==> src/rtl/logic_unit_seq.sv <==
// Sequential bitwise logic unit: eight logic ops evaluated one SLICE_WIDTH slice
// per cycle behind a start/busy/done handshake; result register loads on completion.
module logic_unit_seq #(
  parameter int unsigned REGISTER_LENGTH = 64,
  parameter int unsigned SLICE_WIDTH     = 16
) (
  input  logic                       clk_i,
  input  logic                       reset_ni,
  input  logic                       start_i,
  input  logic [2:0]                 op_i,
  input  logic [REGISTER_LENGTH-1:0] A_i,
  input  logic [REGISTER_LENGTH-1:0] B_i,
  output logic                       busy_o,
  output logic                       done_o,
  output logic [REGISTER_LENGTH-1:0] out_o,
  output logic                       zero_o
);

  localparam int unsigned RL         = REGISTER_LENGTH;
  localparam int unsigned SW         = SLICE_WIDTH;
  localparam int unsigned NUM_SLICES = RL / SW;
  localparam int unsigned CNT_W      = (NUM_SLICES > 1) ? $clog2(NUM_SLICES) : 1;

  if ((SW == 0) || ((RL % SW) != 0)) begin : g_bad_slice
    $error("logic_unit_seq: SLICE_WIDTH must divide REGISTER_LENGTH");
  end

  typedef enum logic [1:0] {
    S_IDLE = 2'd0,
    S_RUN  = 2'd1,
    S_DONE = 2'd2
  } state_t;

  function automatic logic [SW-1:0] slice_op(input logic [2:0]    op,
                                             input logic [SW-1:0] a,
                                             input logic [SW-1:0] b);
    case (op)
      3'b000:  slice_op = a & b;
      3'b001:  slice_op = a | b;
      3'b010:  slice_op = a ^ b;
      3'b011:  slice_op = ~(a & b);
      3'b100:  slice_op = ~(a | b);
      3'b101:  slice_op = ~(a ^ b);
      3'b110:  slice_op = a & ~b;
      default: slice_op = a;
    endcase
  endfunction

  state_t          state_q, state_d;
  logic [CNT_W-1:0] cnt_q, cnt_d;
  logic [RL-1:0]   a_q, a_d;
  logic [RL-1:0]   b_q, b_d;
  logic [2:0]      op_q, op_d;
  logic [RL-1:0]   work_q, work_d;
  logic [RL-1:0]   out_d;
  logic            zero_d;
  logic            busy_d;
  logic            done_d;

  logic [31:0]     slice_base;
  logic [SW-1:0]   slice_res;
  logic [RL-1:0]   work_merged;

  // Current slice result merged into the work register at bit offset cnt*SW.
  assign slice_base  = 32'(cnt_q) * SW;
  assign slice_res   = slice_op(op_q, SW'(a_q >> slice_base), SW'(b_q >> slice_base));
  assign work_merged = (work_q & ~(RL'({SW{1'b1}}) << slice_base))
                     | (RL'(slice_res) << slice_base);

  always_ff @(posedge clk_i or negedge reset_ni) begin
    if (!reset_ni) begin
      state_q <= S_IDLE;
      cnt_q   <= '0;
      a_q     <= '0;
      b_q     <= '0;
      op_q    <= '0;
      work_q  <= '0;
      out_o   <= '0;
      zero_o  <= 1'b1;
      busy_o  <= 1'b0;
      done_o  <= 1'b0;
    end else begin
      state_q <= state_d;
      cnt_q   <= cnt_d;
      a_q     <= a_d;
      b_q     <= b_d;
      op_q    <= op_d;
      work_q  <= work_d;
      out_o   <= out_d;
      zero_o  <= zero_d;
      busy_o  <= busy_d;
      done_o  <= done_d;
    end
  end

  always_comb begin
    state_d = state_q;
    cnt_d   = cnt_q;
    a_d     = a_q;
    b_d     = b_q;
    op_d    = op_q;
    work_d  = work_q;
    out_d   = out_o;
    zero_d  = zero_o;
    busy_d  = 1'b0;
    done_d  = 1'b0;

    case (state_q)
      S_IDLE: begin
        if (start_i) begin
          a_d     = A_i;
          b_d     = B_i;
          op_d    = op_i;
          cnt_d   = '0;
          work_d  = '0;
          busy_d  = 1'b1;
          state_d = S_RUN;
        end
      end
      S_RUN: begin
        work_d = work_merged;
        // Final slice: publish the complete result in the same edge.
        if (cnt_q == CNT_W'(NUM_SLICES - 1)) begin
          out_d   = work_merged;
          zero_d  = (work_merged == '0);
          done_d  = 1'b1;
          state_d = S_DONE;
        end else begin
          cnt_d  = cnt_q + CNT_W'(1);
          busy_d = 1'b1;
        end
      end
      S_DONE: begin
        state_d = S_IDLE;
      end
      default: begin
        state_d = S_IDLE;
      end
    endcase
  end

endmodule

==> config.mk <==
export PLATFORM = sky130hd
export DESIGN_NAME = logic_unit_seq
export DESIGN_NICKNAME = d
export VERILOG_FILES = /design/src/rtl/logic_unit_seq.sv
export SDC_FILE = /design/constraint.sdc
export NUM_CORES = 1
export LEC_CHECK = 0
export CAP_MARGIN = 20
export CORE_ASPECT_RATIO = 1.1
export CORE_UTILIZATION = 50
export CTS_CLUSTER_DIAMETER = 30
export DETAILED_ROUTE_END_ITERATION = 6
export PLACE_DENSITY = 0.75
export SLEW_MARGIN = 10
export SYNTH_ARGS = -nofsm -noshare
export SYNTH_HDL_FRONTEND = slang
export SYNTH_SLANG_ARGS = --single-unit
==> constraint.sdc <==
create_clock -name clk_i -period 14.1 [get_ports clk_i]
set_input_delay 4.23 -clock clk_i [delete_from_list [all_inputs] [get_ports clk_i]]
set_output_delay 4.23 -clock clk_i [all_outputs]
set_load 0.01 [all_outputs]
* After elaboration in Yosys (flattened, before gate mapping) *
Cells that the tools add are included.

word-level totals
  register bits = 266
  bits of input ports = 134
  output and inout port bits = 67
  logic and storage cells = 60

cells by class
  add/subtract/negate cells = 1
  equal/unequal tests = 11
  shifts and indexed selects = 4
  mux-type cells = 14
  bitwise operators = 11
  reduce and logical (&&, ||, !) cells = 9

operator list
  kind                     count
  $pmux W64 S2             1
  $shr A64 B6 Y16          2
  $pmux W16 S7             1
  $and A64 B64 Y64         1
  $logic_not A64 Y1        1
  $mux W64                 1
  $not A16 Y16             4
  $not A64 Y64             1
  $or A64 B64 Y64          1
  $shl A16 B6 Y64          1
  $shl A16 B6 Y64 const A  1
  $and A16 B16 Y16         2
  $or A16 B16 Y16          1
  $xor A16 B16 Y16         1
  $eq A3 B3 Y1 const B     3
  $mux W2                  4
  $pmux W2 S2              2
  $reduce_and A2 Y1        4
  $eq A3 B2 Y1 const B     2
  $ne A2 B2 Y1 const B     3
  $mux W1                  4
  $eq A3 B1 Y1 const B     1
  $logic_not A3 Y1         1
  $reduce_and A3 Y1        1
  other kinds (6)          6

* Depth between registers and ports, before layout *
Gate-level depths: netlist of the first run.

  word-level depth = 7
  mapped depth = 17

* Least setup slack after synthesis of the first run *
Ideal clock, no wire load.

  path type = input to register
  start = input start_i
  end = register work_q[20]
  library setup time = 0.138 ns
  arrival = 5.512 ns
  data required time = 13.962 ns
  setup slack = 8.450 ns
  cell stages on the path = 5
  path buffers = 3
  cells stage by stage = nor3b_1 > clkbuf_1 > clkbuf_1 > clkbuf_1 > o22ai_1

on the way
  longest elaborated chain between the ends = 2

ends and longest elaborated chain
  item                                RTL line  RTL
  start, declared                     9         input logic start_i,
  $ne A2 B2 Y1 (no source line)       n/a
  $reduce_and A2 Y1 (no source line)  n/a
  end signal, assigned                88        work_q <= work_d;
  end, declared                       54        logic [RL-1:0] work_q, work_d;

No other way between the ends.
A chain may end at the register's enable or synchronous reset.

* Worst setup path after layout of the first run *
  start = input start_i
  end = register b_q[29]

on the way
  longest elaborated chain between the ends = 1

ends and longest elaborated chain
  item                                RTL line  RTL
  $reduce_and A2 Y1 (no source line)  n/a
  end signal, assigned                75        b_q <= '0;
  end signal, assigned                86        b_q <= b_d;
  end, declared                       52        logic [RL-1:0] b_q, b_d;

No other way between the ends.

==> metrics list, run 1 <==
- In this run the remaining antenna-violating nets after routing total 0.
- Maximum number of pins on one net before global-route repair: approximately 130
- Layout fillers: approximately 1.9k
* Post-Synthesis Cells: 1127
- Failing checks: design-rule violations
- R2R cell count: 11
- Crit path kind: in -> reg
- The number of global-route vias before repair is between 9k and 10k.
* # rows: 61
- Prevailing post-synth register cell: sky130_fd_sc_hd__dfrtp_1
* Portion of the post-synthesis area used by sequential elements: 48.95%
* Number of DRC violations after detailed-routing iteration 0: ~950
* Final layout net count: 1495
- In the final layout, flip-flops and latches occupy about 6300 µm².
- Counting tap cells, the placed design contains a total of 1574 instances.
- During placement, the flow inserted port buffers numbering 200.
- The synthesized netlist devotes ~14% of its cell area to compound gates.
- In this run the deepest clock path goes through 3 buffers.
* Diodes inserted: 0
- GRT Total Usage: between 20% and 30%
- IR Drop Worst-Case VDD: ~0.00021 V
- The worst path meets setup with about 7.6 ns of slack.
- Worst r2r src: cnt_q[0]$_DFFE_PN0P_
- Number of setup buffers added after CTS: 0
- Switching power share of the total: 40.24%
- Across the run, the number of max-cap violations was 0.
* Clock slew at reported path FFs: 0.05 ns
- The completed layout was analyzed and its total power is around 5000 µW.
- Number of storage elements in the synthesis netlist: 250
* Worst max-slew margin expressed relative to the limit: 27.18%
- The internal portion of the total power is 2921 µW.
* Cell seen most often among critical-path stages: sky130_fd_sc_hd__buf_4
- Setup slack on the worst reg-to-reg path comes out at roughly 9.6 ns.
- Buffer cell driving the clock tree root: sky130_fd_sc_hd__clkbuf_16
- Worst hold path depth: 2
- TritonCTS built the clock tree.
- Prior to clock tree synthesis, the placed netlist has a worst setup slack of roughly 7 ns.
- The die is 169.7 µm tall.
- The H-tree generated during clock tree synthesis spans 2 levels.
- The first global-routing pass estimated 52.61 mm of wire.
- Cell Chain, Critical Path: clkdlybuf4s50_1 > nor3b_2 > buf_4 > buf_4 > mux2_2
* CORE AREA: around 25000 µm²
- Number of standard cells in the layout, taps in and fillers out: 1664
- Crit-path max FO: a little under 90
- Combinational logic is responsible for 50.0% of the overall power.
- The routed design has about 33 mm of wire.
* Post-synthesis share of cell area spent on xor and xnor gates: 0%
* Mapped cell area: between 10000 and 15000 µm²
- Die footprint: about 26000 µm²
- The area growth from synthesis to layout is 30.45%.
* Number of gates resized after cts: 0
- Actual slew at the worst max-slew pin: about 1.1 ns
- After synthesis, the share of flip-flops with an asynchronous set or reset is 100.0%.
* Result of the run: complete, but fails checks
* Achievable Freq: 0.1529 GHz
- Of the total power, registers draw between 20 and 30%.
- Detailed placement finished with a half-perimeter wire length of between 20 and 25 mm.
* Setup crit end kind: flip-flop
- The detailed router placed around 10k vias in this run.
- Grt met3 use: 4.520%
- Share of final-layout standard cells stronger than drive strength 1: roughly 22%
* Leakage: between 0.007 and 0.008 µW
* Number of clock sinks: 250
- For hold timing, the worst endpoint is out_o[24]$_DFFE_PN0P_.
* Synth Area in Adders: ~5%
- Number of antenna violations at the first check in global routing: 0
- Synth Net Count: approximately 1.3k
- DRC violation count after routing: 1
* Part of the total power dissipated in the clock network: 24.5%
- Routing usage on met1: between 30 and 40%
- Worst flop-to-flop path endpoint: zero_o$_DFFE_PN1P_
- In the final layout, the multi-input gates occupy around 6000 µm².
- On the final layout, the worst clock skew is roughly 0.015 ns.
* Synth warnings: 0
- Start point of the worst hold path: out_o[24]$_DFFE_PN0P_
* Hold crit path type: reg -> reg
- After layout, the minimum clock period comes to between 6 and 7 ns.
- Final sum of negative setup slack: 0 ns
- Summing the areas of all and, or, nand and nor instances in the mapped netlist gives ~8.5% of the synthesized area.
- Areal power density over the cells: 293.2 nW/µm²
* DP Area: about 15000 µm²
- In the routed layout, each cell is associated on average with a via count of 5.922.
- At the later pin of the worst-skew pair, clock insertion delay measures 0.54 ns.
- In this run, distinct cell masters in the synthesized netlist total 71.
- Final routed wire length divided by cell count: 19.73 µm
- STA classifies the critical path startpoint as a primary input.
* Signal arrival time at the worst endpoint: between 6 and 7 ns
- Switching power: a little under 2000 µW
* Most heavily used metal layer in global routing: met2
- Syn_area_per_cell: 11.34 µm²
- Met2 GRT Util: 44.62%
- Crit path required time: roughly 15 ns
* Share of the clock period used by the worst path: 46.40%
- Dominant combinational cell family by area after synthesis: multiplexers
- X dimension of the die: roughly 150 µm
- Number of search-and-repair iterations in the first detailed-routing pass: 7
* Final-report hold violation count: 0
- Multiplexer area fraction after synthesis: around 19%
* Final setup violation count: 0
- Among all stages on the critical path, the largest delay is contributed by sky130_fd_sc_hd__buf_4.
* Last weighted congestion value of the routability-driven placer: between 0.8 and 0.9
- Setup repair after global routing missed its margin: no
- The number of pins with negative max-slew slack in the final report came to 0.
- between 200 and 250 I/O pins were placed.
- Number of enable-type register cells in the synthesized netlist: 0
* Leftover overflow at the end of global routing: 0
- The finished cells cover 16670 µm².
* Delay of the slowest cell on the worst path: 0.95 ns
* Hold Buf Count CTS: 0
* Starting density of the core: approximately half
- Total CTS buffers: 48
[per-layer routing]
metal	up-vias	routed length [µm]
met1	4916	13250
li1	4482	-
met4	0	919
met5	-	0
met2	380	16710
met3	76	1957
[through the flow]
stage / util, % / hold slack, ns
final: 66.20 / 0.4696
after global routing: 66.20 / 0.4880
after CTS: 66.20 / 0.4754
after detailed placement: 59.32 / 0.4658
after global placement: 59.29 / 0.4614
after floorplan: - / 0.4584
[state kept, by name (all words and copies together) (netlist names), 2 cells and up]
signal,cells
op_q,3
a_q,64
b_q,64
cnt_q,2
out_o,64
state_q,2
work_q,48
[power groups by stage]
| stage | sequential, µW | clock, µW | combinational [µW] |
|---|---|---|---|
| 6_report | 1250 | 1200 | 2440 |
| 5_1_grt | 1290 | 1260 | 2640 |
| 4_1_cts | 1250 | 1220 | 2420 |
| 3_5_place_dp | 1250 | 0 | 2390 |
| 3_3_place_gp | 1240 | 0 | 2320 |
| 2_1_floorplan | 1220 | 0 | 1660 |
[Yosys cell counts (all sizes together) (4+ instances only)]
library cell | number | area, µm²
dfrtp | 249 | 6231
mux2 | 153 | 1727
nand2 | 107 | 401.6
nor2 | 77 | 289.0
o21ai | 61 | 305.3
clkbuf | 55 | 207.7
ha | 52 | 650.6
a22o | 43 | 376.6
inv | 40 | 150.1
mux2i | 38 | 380.4
a221oi | 32 | 280.3
buf | 28 | 172.7
a21oi | 25 | 136.4
o22ai | 24 | 156.4
mux4 | 16 | 360.4
a22oi | 13 | 97.59
nor3 | 12 | 65.06
nor2b | 9 | 56.30
nand2b | 7 | 43.79
or2 | 7 | 43.80
nor4 | 6 | 37.54
o31ai | 6 | 45.04
a31oi | 5 | 31.28
o211ai | 4 | 30.03
[worst max-delay path: cells and delay by family]
kind | cells | cell delay, ns
simple gates | 1 | 0.14
mux | 1 | 0.43
buf+inv | 3 | 2.08
[kinds of logic (layout without fill, tap and decap cells)]
group / Yosys count / after routing
DFF: 250 / 250
AOI/OAI and AO/OA: 248 / 248
and+or+nand+nor: 244 / 244
muxes: 207 / 207
buffers and inverters: 126 / 348
adders and majority gates: 52 / 52
[how the worst max path moves through the flow]
stage          startpoint                     end  slack, ns  depth (start not counted)
3_5_place_dp      start_i     b_q[59]$_DFFE_PN0P_       7.03                          5
5_1_grt           start_i     b_q[29]$_DFFE_PN0P_       7.36                          5
6_report          start_i     b_q[29]$_DFFE_PN0P_       7.56                          5
2_1_floorplan     start_i  work_q[20]$_DFFE_PN0P_       8.45                          5
3_3_place_gp      start_i     b_q[63]$_DFFE_PN0P_       7.05                          5
4_1_cts           start_i     b_q[29]$_DFFE_PN0P_       7.57                          5
[cell usage in the layout, fill, tap and decap left out, types with 3 or more instances in the layout]
| master | netlist | final |
|---|---|---|
| sky130_fd_sc_hd__nor4_1 | 6 | 6 |
| sky130_fd_sc_hd__mux4_2 | 16 | 16 |
| sky130_fd_sc_hd__nand2b_1 | 7 | 7 |
| sky130_fd_sc_hd__nor2_1 | 77 | 77 |
| sky130_fd_sc_hd__inv_6 | 0 | 4 |
| sky130_fd_sc_hd__nor3_2 | 1 | 3 |
| sky130_fd_sc_hd__clkinv_4 | 0 | 4 |
| sky130_fd_sc_hd__dfrtp_1 | 249 | 246 |
| sky130_fd_sc_hd__ha_1 | 52 | 52 |
| sky130_fd_sc_hd__mux2_2 | 152 | 152 |
| sky130_fd_sc_hd__a221oi_1 | 32 | 32 |
| sky130_fd_sc_hd__o22ai_1 | 23 | 23 |
| sky130_fd_sc_hd__bufinv_16 | 0 | 9 |
| sky130_fd_sc_hd__a21oi_1 | 24 | 24 |
| sky130_fd_sc_hd__a31oi_1 | 5 | 5 |
| sky130_fd_sc_hd__clkinv_1 | 3 | 3 |
| sky130_fd_sc_hd__o21ai_0 | 60 | 60 |
| sky130_fd_sc_hd__clkbuf_1 | 54 | 3 |
| sky130_fd_sc_hd__mux2i_1 | 38 | 38 |
| sky130_fd_sc_hd__a32o_1 | 3 | 3 |
| sky130_fd_sc_hd__dfrtp_2 | 0 | 3 |
| sky130_fd_sc_hd__clkdlybuf4s50_1 | 0 | 199 |
| sky130_fd_sc_hd__clkinv_2 | 0 | 9 |
| sky130_fd_sc_hd__buf_4 | 4 | 15 |
| sky130_fd_sc_hd__nand2_1 | 107 | 106 |
| sky130_fd_sc_hd__o211ai_1 | 4 | 4 |
| sky130_fd_sc_hd__clkinvlp_4 | 0 | 8 |
| sky130_fd_sc_hd__a22oi_1 | 13 | 13 |
| sky130_fd_sc_hd__nor2b_1 | 9 | 9 |
| sky130_fd_sc_hd__nand3_1 | 3 | 3 |
| sky130_fd_sc_hd__or2_2 | 5 | 5 |
| sky130_fd_sc_hd__o31ai_1 | 6 | 6 |
| sky130_fd_sc_hd__or4_1 | 3 | 3 |
| sky130_fd_sc_hd__a22o_1 | 43 | 43 |
| sky130_fd_sc_hd__nor3_1 | 11 | 9 |
| sky130_fd_sc_hd__clkbuf_16 | 0 | 48 |
| sky130_fd_sc_hd__inv_1 | 40 | 40 |
[cell type report]
cell class              instances  share of cell area, %
well taps                     315                  2.364
flip-flops and latches        250                  37.55
multi-input cells             751                  36.02
repair buffers                215                  12.71
clock inverters                37                  2.956
inverters                      43                 0.9680
clock buffers                  53                  7.436
Note: power is estimated with default switching activity, not from simulation.
==> inputs of run 2 (changes only) <==
CORE_UTILIZATION = 49   (was 50)
PLACE_DENSITY = 0.77   (was 0.75)
clock period = 5.9 ns   (was 14.1 ns; I/O delays follow)
==> metrics list, run 2 (same netlist as run 1, synthesis figures left out) <==
* Achievable Freq: about 0.23 GHz
- The antenna cell count is 0 (unchanged).
* GRT Total Usage: 26.20% (was 25.63%)
- The cell area power density was 700.6 nW/µm² (was 293.2 nW/µm²).
* Leakage: 0.007197 µW (was 0.007199 µW)
- The placer congestion estimate is 0.9617 (was 0.8970).
* Vias per cell: 5.857 (was 5.922)
- The clock network fraction of design power is 24.1% (was 24.5%).
- The total of buffers placed on input and output ports came to 200 (unchanged).
* Signal arrival time at the worst endpoint: 4.84 ns (was 6.96 ns)
- The number of antenna violations at the first check in global routing was 0 (unchanged).
- Crit path required time: 6.34 ns (was 14.51 ns)
* Worst max-slew margin expressed relative to the limit: 26.84% (was 27.18%)
* Clock insertion delay at the later pin of the skew report: 0.53 ns (was 0.54 ns)
- DP Area: 15030 µm² (was 14940 µm²)
* Number of antenna-violating nets in the routed design: 0 (unchanged)
- Final Skew: 0.01530 ns (was 0.01455 ns)
- Combinational Power Share: 49.4% (was 50.0%)
- Routing usage on met1: 32.01% (was 32.24%)
- The number of DRC violations after detailed-routing iteration 0 was 748 (was 953).
- Actual slew at the worst max-slew pin: 1.093 ns (was 1.090 ns)
- Starting density of the core: 50.29% (was 50.75%)
- Max-cap violations: 0 (unchanged)
* Hold Buf Count CTS: 0 (unchanged)
* Pwr Total: 11710 µW (was 4888 µW)
- The type of element capturing the critical path is a flip-flop (unchanged).
- The leftover overflow at the end of global routing is 0 (unchanged).
* Routed wire length: 34.31 mm (was 32.83 mm)
- Buffer cell driving the clock tree root: sky130_fd_sc_hd__clkbuf_16 (unchanged)
* I/O pin count: 201 (unchanged)
- The total die area came to 26740 µm² (was 26210 µm²).
- Number of clock sinks: 250 (unchanged)
- Switching power share of the total: 40.30% (was 40.24%)
* # rows: 61 (unchanged)
* Most heavily used metal layer in global routing: met2 (unchanged)
* Total CTS buffers: 46 (was 48)
* Worst r2r src: cnt_q[0]$_DFFE_PN0P_ (unchanged)
- The DRC violation count after routing was 0 (was 1).
- The sum of negative setup slack came to 0 ns (unchanged).
- The internal power is 6990 µW (was 2921 µW).
- The clock-pin slew reported for the worst setup and hold paths after clock tree synthesis was 0.05 ns (about the same).
* Vias after detailed routing: 9928 (was 9854)
- The maximum buffer depth of the clock tree is 3 (unchanged).
- Crit path kind: reg -> reg (was in -> reg)
- H-tree lvl count: 2 (unchanged)
* Final setup violation count: 0 (unchanged)
* Number of setup buffers added after CTS: 0 (unchanged)
* Die height: 171.4 µm (was 169.7 µm)
* Grt met3 use: 5.115% (was 4.520%)
* Leading cell type in the layout, fill and taps excluded: sky130_fd_sc_hd__dfrtp_1 (unchanged)
* Final routed wire length divided by cell count: 20.24 µm (was 19.73 µm)
- Clock period minus worst slack: approximately 4.4 ns
* Sequential share of power: 26.5% (was 25.5%)
* Most frequent cells in the layout: sky130_fd_sc_hd__dfrtp_1, sky130_fd_sc_hd__clkdlybuf4s50_1, sky130_fd_sc_hd__mux2_2 (unchanged)
- The ratio of cells with drive above 1 in the final layout came to 21.65% (unchanged).
- Setup repair after global routing missed its margin: no (unchanged)
* Switching power: 4719 µW (was 1967 µW)
- Number of gates resized after cts: 0 (unchanged)
- The cell area after layout is 16710 µm² (was 16670 µm²).
- The detailed placer's ending HPWL is 23.50 mm (was 22.21 mm).
- Regs by FF count: a_q x64, b_q x64, out_o x64 (unchanged)
* Crit-path max FO: 25 (was 87)
- Total count of max-transition violations in the final report: 0 (unchanged)
- The number of global-route vias before repair came to 10.06k (was 9856).
- Final-report hold violation count: 0 (unchanged)
- The largest vdd supply drop was 0.0003255 V (was 0.0002073 V).
- The pin count of the biggest net entering global routing was 129 (was 134).
- Area growth from synthesis to final layout: 30.75% (was 30.45%)
- The first-pass GRT wire length came to 53.98 mm (was 52.61 mm).
* Met2 GRT Util: 44.84% (was 44.62%)
- The startpoint kind of the worst setup timing path is a flip-flop (was primary input).
* Share of the clock period used by the worst path: 74.62%
- The worst min-delay path class is reg -> reg (unchanged).
- The start point of the critical path is cnt_q[0]$_DFFE_PN0P_ (was start_i).
- TritonCTS clock tree: yes (unchanged)
- Final layout net count: 1498 (was 1495)
- Result of the run: complete, no violations (was complete, but fails checks)
- The first-pass detailed-route iteration total is 6 (was 7).
* X dimension of the die: 156.0 µm (was 154.5 µm)
- The core box area came to 25420 µm² (was 25190 µm²).
* Start point of the worst hold path: out_o[6]$_DFFE_PN0P_ (was out_o[24]$_DFFE_PN0P_)
==> run 2: changes by cell type in the layout (fill, tap and decap cells not counted), sizes merged <==
cell / before / now
clkinv: 17 / 10
buf: 16 / 21
inv: 46 / 48
==> run 2: per-layer routing <==
metal / share of wire (%) / vias up
met1: 39 / 4881
met4: 4.2 / 0
li1: - / 4485
met5: 0 / -
met3: 6.7 / 103
met2: 50 / 459
==> run 2: power groups by stage <==
stage               combinational, µW  sequential [µW]  clock, µW
CTS                              5700             3100       2860
detailed placement               5650             3100          0
global route                     6250             3200       2960
finish                           5790             3100       2820
global placement                 5460             3060          0
floorplan                        3970             2910          0
==> run 2: path summary, 6_finish.rpt <==
check	endpoint	slack, ns	cells after the start
max in group asynchronous	b_q[11]$_DFFE_PN0P_	3.42	2
setup reg to reg	zero_o$_DFFE_PN1P_	1.50	13
min in group asynchronous	work_q[15]$_DFFE_PN0P_	1.38	1
hold reg to reg	out_o[6]$_DFFE_PN0P_	0.47	2
hold / removal	out_o[6]$_DFFE_PN0P_	0.47	2
setup / recovery	zero_o$_DFFE_PN1P_	1.50	13
==> run 2: area by class of cell <==
type	count	area, µm²
fill	1962	8703
sequential	250	6261
multi-input combinational	751	5997
timing repair buffer	220	2182
clock buffer	53	1239
clock inverter	32	439.2
tap	346	432.9
inverter	43	161.4
==> run 2: through the flow <==
stage / worst slack, ns / hold WS, ns / utilization (%) / cells
CTS: 1.493 / 0.4750 / 65.73 / 1695
detailed placement: 1.510 / 0.4638 / 59.13 / 1610
global route: 1.183 / 0.5015 / 65.76 / 1695
global placement: 1.537 / 0.4616 / 59.13 / 1610
finish: 1.498 / 0.4665 / 65.76 / 1695
floorplan: 1.249 / 0.4584 / - / 1127
==> run 2: worst max-delay path, cell delays in order (launching register included) <==
cell                        delay (ns)
sky130_fd_sc_hd__dfrtp_2          0.78
sky130_fd_sc_hd__buf_4            0.42
sky130_fd_sc_hd__mux2_2           0.38
sky130_fd_sc_hd__o21ai_0          0.21
sky130_fd_sc_hd__inv_1            0.10
sky130_fd_sc_hd__ha_1             0.23
sky130_fd_sc_hd__or2_0            0.22
sky130_fd_sc_hd__a21o_1           0.17
sky130_fd_sc_hd__a41o_1           0.26
sky130_fd_sc_hd__nand2_1          0.17
sky130_fd_sc_hd__o2bb2ai_1        0.09
sky130_fd_sc_hd__or4_1            0.51
sky130_fd_sc_hd__or4_1            0.48
sky130_fd_sc_hd__o31ai_1          0.25
==> inputs of run 3 (changes only) <==
CORE_UTILIZATION = 50   (was 49)
PLACE_DENSITY = 0.75   (was 0.77)
clock period = 4.6 ns   (was 5.9 ns; I/O delays follow)
==> metrics list, run 3 (same netlist as run 1, synthesis figures left out) <==
- R2R cell count: 11 (was 13)
- The sequential share of power is 25.7% (was 26.5%).
- Last weighted congestion value of the routability-driven placer: 0.9410 (was 0.9617)
- The peak clock frequency supported by timing came to 0.2396 GHz (was 0.2271 GHz).
- The switching share of power was 39.32% (was 40.30%).
- The switching component of the power is 6082 µW (was 4719 µW).
- The worst clock skew on the final layout is 0.02058 ns (was 0.01530 ns).
- The number of clock sinks came to 250 (unchanged).
* Internal: 9386 µW (was 6990 µW)
- The number of global-route vias before repair is 10.36k (was 10.06k).
* Regs by FF count: a_q x64, b_q x64, out_o x64 (unchanged)
* X dimension of the die: 154.5 µm (was 156.0 µm)
- I/O pin count: 201 (unchanged)
- The minimum setup slack among reg-to-reg paths was 0.43 ns (was 1.50 ns).
* Actual slew at the worst max-slew pin: 1.303 ns (was 1.093 ns)
- CORE AREA: 25190 µm² (was 25420 µm²)
- The largest vdd supply drop came to 0.0004364 V (was 0.0003255 V).
* Master of the slowest instance on the critical path: sky130_fd_sc_hd__dfrtp_2 (unchanged)
- The post-CTS setup buffer count came to 0 (unchanged).
- The cell total after placement was 1588 (was 1610).
- Delay of the slowest cell on the worst path: 0.72 ns (was 0.78 ns)
- The TritonCTS buffer count came to 46 (unchanged).
- Hold Buf Count CTS: 0 (unchanged)
* GRT Total Usage: 27.17% (was 26.20%)
* Crit path required time: 5.03 ns (was 6.34 ns)
- Number of antenna violations at the first check in global routing: 0 (unchanged)
- Crit-path max FO: 21 (was 25)
- Final setup violation count: 0 (unchanged)
* Number of gates resized after cts: 0 (unchanged)
- Setup crit end kind: flip-flop (unchanged)
- Die footprint: 26210 µm² (was 26740 µm²)
- The TritonCTS clock tree is yes (unchanged).
- The total chip power came to 15470 µW (was 11710 µW).
* Leakage: 0.007337 µW (was 0.007197 µW)
* End point of the critical path: zero_o$_DFFE_PN1P_ (unchanged)
- The pin count of the biggest net entering global routing came to 96 (was 129).
* Share of the clock period used by the worst path: 90.75% (was 74.62%)
- Number of standard cells in the layout, taps in and fillers out: 1673 (was 1695)
- Setup repair after global routing missed its margin: no (unchanged)
- Clock slew at reported path FFs: 0.05 ns (about the same)
- Vias per cell: 5.997 (was 5.857)
* Diodes inserted: 0 (unchanged)
* Number of antenna-violating nets in the routed design: 0 (unchanged)
- Worst setup slack after layout: 0.4256 ns (was 1.498 ns)
- The worst hold margin came to 0.4693 ns (was 0.4665 ns).
* Signal arrival time at the worst endpoint: 4.60 ns (was 4.84 ns)
- The maximum buffer depth of the clock tree is 3 (unchanged).
- The endpoint of the worst register-to-register path is zero_o$_DFFE_PN1P_ (unchanged).
- Area growth from synthesis to final layout: 32.36% (was 30.75%)
- Final routed wire length divided by cell count: 20.90 µm (was 20.24 µm)
* Buffer cell driving the clock tree root: sky130_fd_sc_hd__clkbuf_16 (unchanged)
- The start point of the critical path is cnt_q[0]$_DFFE_PN0P_ (unchanged).
- The detailed placer's ending HPWL was 24.34 mm (was 23.50 mm).
- The number of DRC violations after detailed-routing iteration 0 was 846 (was 748).
- Part of the total power dissipated in the clock network: 25.7% (was 24.1%)
- Final layout net count: 1507 (was 1498)
- Most frequent cells in the layout: sky130_fd_sc_hd__dfrtp_1, sky130_fd_sc_hd__clkdlybuf4s50_1, sky130_fd_sc_hd__mux2_2 (unchanged)
- The starting utilization of the core area was 50.75% (was 50.29%).
- Final sum of negative setup slack: 0 ns (unchanged)
- Final-report hold violation count: 0 (unchanged)
* Leading cell type in the layout, fill and taps excluded: sky130_fd_sc_hd__dfrtp_1 (unchanged)
* Cell Chain, Critical Path: buf_4 > mux4_2 > ha_1 > nor2_1 > a21oi_1 > o2111a_1 > o21a_1 > nor4_1 > a31oi_1 > or4_1 > o31ai_1 (was buf_4 > mux2_2 > o21ai_0 > inv_1 > ha_1 > or2_0 > a21o_1 > a41o_1 > nand2_1 > o2bb2ai_1 > or4_1 > or4_1 > o31ai_1)
* Number of search-and-repair iterations in the first detailed-routing pass: 6 (unchanged)
- Worst r2r src: cnt_q[0]$_DFFE_PN0P_ (unchanged)
* Areal power density over the cells: 914.2 nW/µm² (was 700.6 nW/µm²)
* Global-route wire length before repair: 55.47 mm (was 53.98 mm)
- The total of buffers placed on input and output ports is 200 (unchanged).
- The ratio of cells with drive above 1 in the final layout is 22.24% (was 21.65%).
- Total count of max-transition violations in the final report: 0 (unchanged)
- The post-placement setup slack is 0.4864 ns (was 1.510 ns).
- Vias after detailed routing: 10.03k (was 9928)
- Startpoint kind of the worst setup timing path: flip-flop (unchanged)
- The count of maximum capacitance violations is 0 (unchanged).
* Combinational Power Share: 48.6% (was 49.4%)
- # rows: 61 (unchanged)
- The worst min-delay path class is reg -> reg (unchanged).
- The routed wire length came to 34.97 mm (was 34.31 mm).
* Die height: 169.7 µm (was 171.4 µm)
- Result of the run: complete, no violations (unchanged).
- H-tree lvl count: 2 (unchanged)
- Crit path kind: reg -> reg (unchanged)
- The worst-skew pair later-pin latency came to 0.53 ns (about the same).
* Clock period minus worst slack: 4.174 ns (was 4.402 ns)
* DRC violation count after routing: 0 (unchanged)
* Worst max-slew margin expressed relative to the limit: 12.55% (was 26.84%)
- The leftover overflow at the end of global routing was 0 (unchanged).
-- run 3: cell types whose count changed in the layout (fill, tap and decap cells not counted), moves of 2 or more --
cell	previous run	this run
sky130_fd_sc_hd__inv_6	8	5
sky130_fd_sc_hd__clkinvlp_4	8	4
sky130_fd_sc_hd__bufinv_16	9	14
sky130_fd_sc_hd__clkbuf_8	4	6
sky130_fd_sc_hd__clkbuf_16	47	49
sky130_fd_sc_hd__buf_4	18	26
sky130_fd_sc_hd__clkinv_2	6	4
-- run 3: how the worst min path moves through the flow --
| stage | from | to | cells after the start |
|---|---|---|---|
| floorplan | work_q[30]$_DFFE_PN0P_ | work_q[30]$_DFFE_PN0P_ | 1 |
| global placement | out_o[30]$_DFFE_PN0P_ | out_o[30]$_DFFE_PN0P_ | 2 |
| detailed placement | out_o[6]$_DFFE_PN0P_ | out_o[6]$_DFFE_PN0P_ | 2 |
| CTS | out_o[6]$_DFFE_PN0P_ | out_o[6]$_DFFE_PN0P_ | 2 |
| global route | zero_o$_DFFE_PN1P_ | zero_o$_DFFE_PN1P_ | 2 |
| finish | out_o[6]$_DFFE_PN0P_ | out_o[6]$_DFFE_PN0P_ | 2 |
-- run 3: metrics by stage --
step / utilization, % / instance area [µm²]
CTS: 67.17 / 16920
detailed placement: 59.85 / 15070
floorplan: - / 12780
global placement: 59.85 / 15070
finish: 67.17 / 16920
global route: 67.17 / 16920
-- run 3: routing by layer --
metal | track usage [%] | wire length, µm
met5 | 0 | 0
met3 | 4.494 | 2500
met2 | 46.88 | 17690
met1 | 32.56 | 13090
met4 | 14.64 | 1681
-- run 3: critical path, delay by kind of cell, from the launching register on --
family | cells | cell delay, ns
fa+ha+maj | 1 | 0.27
buf+inv | 1 | 0.34
flops | 1 | 0.72
mux | 1 | 0.56
simple gates | 3 | 1.16
compound gates | 5 | 1.01
-- run 3: power groups by stage --
| stage | sequential, µW | clock (µW) | combinational [µW] |
|---|---|---|---|
| floorplan | 3740 | 0 | 5100 |
| global placement | 3950 | 0 | 7100 |
| detailed placement | 3990 | 0 | 7360 |
| CTS | 3980 | 4020 | 7410 |
| global route | 4100 | 4140 | 8070 |
| finish | 3980 | 3980 | 7510 |
-- run 3: final cells by class --
type / instances / area [µm²]
clock buffer: 56 / 1313
clock inverter: 29 / 531.8
fill: 1870 / 8268
inverter: 43 / 161.4
multi-input combinational: 751 / 5996
sequential: 250 / 6261
tap: 315 / 394.1
timing repair buffer: 229 / 2262
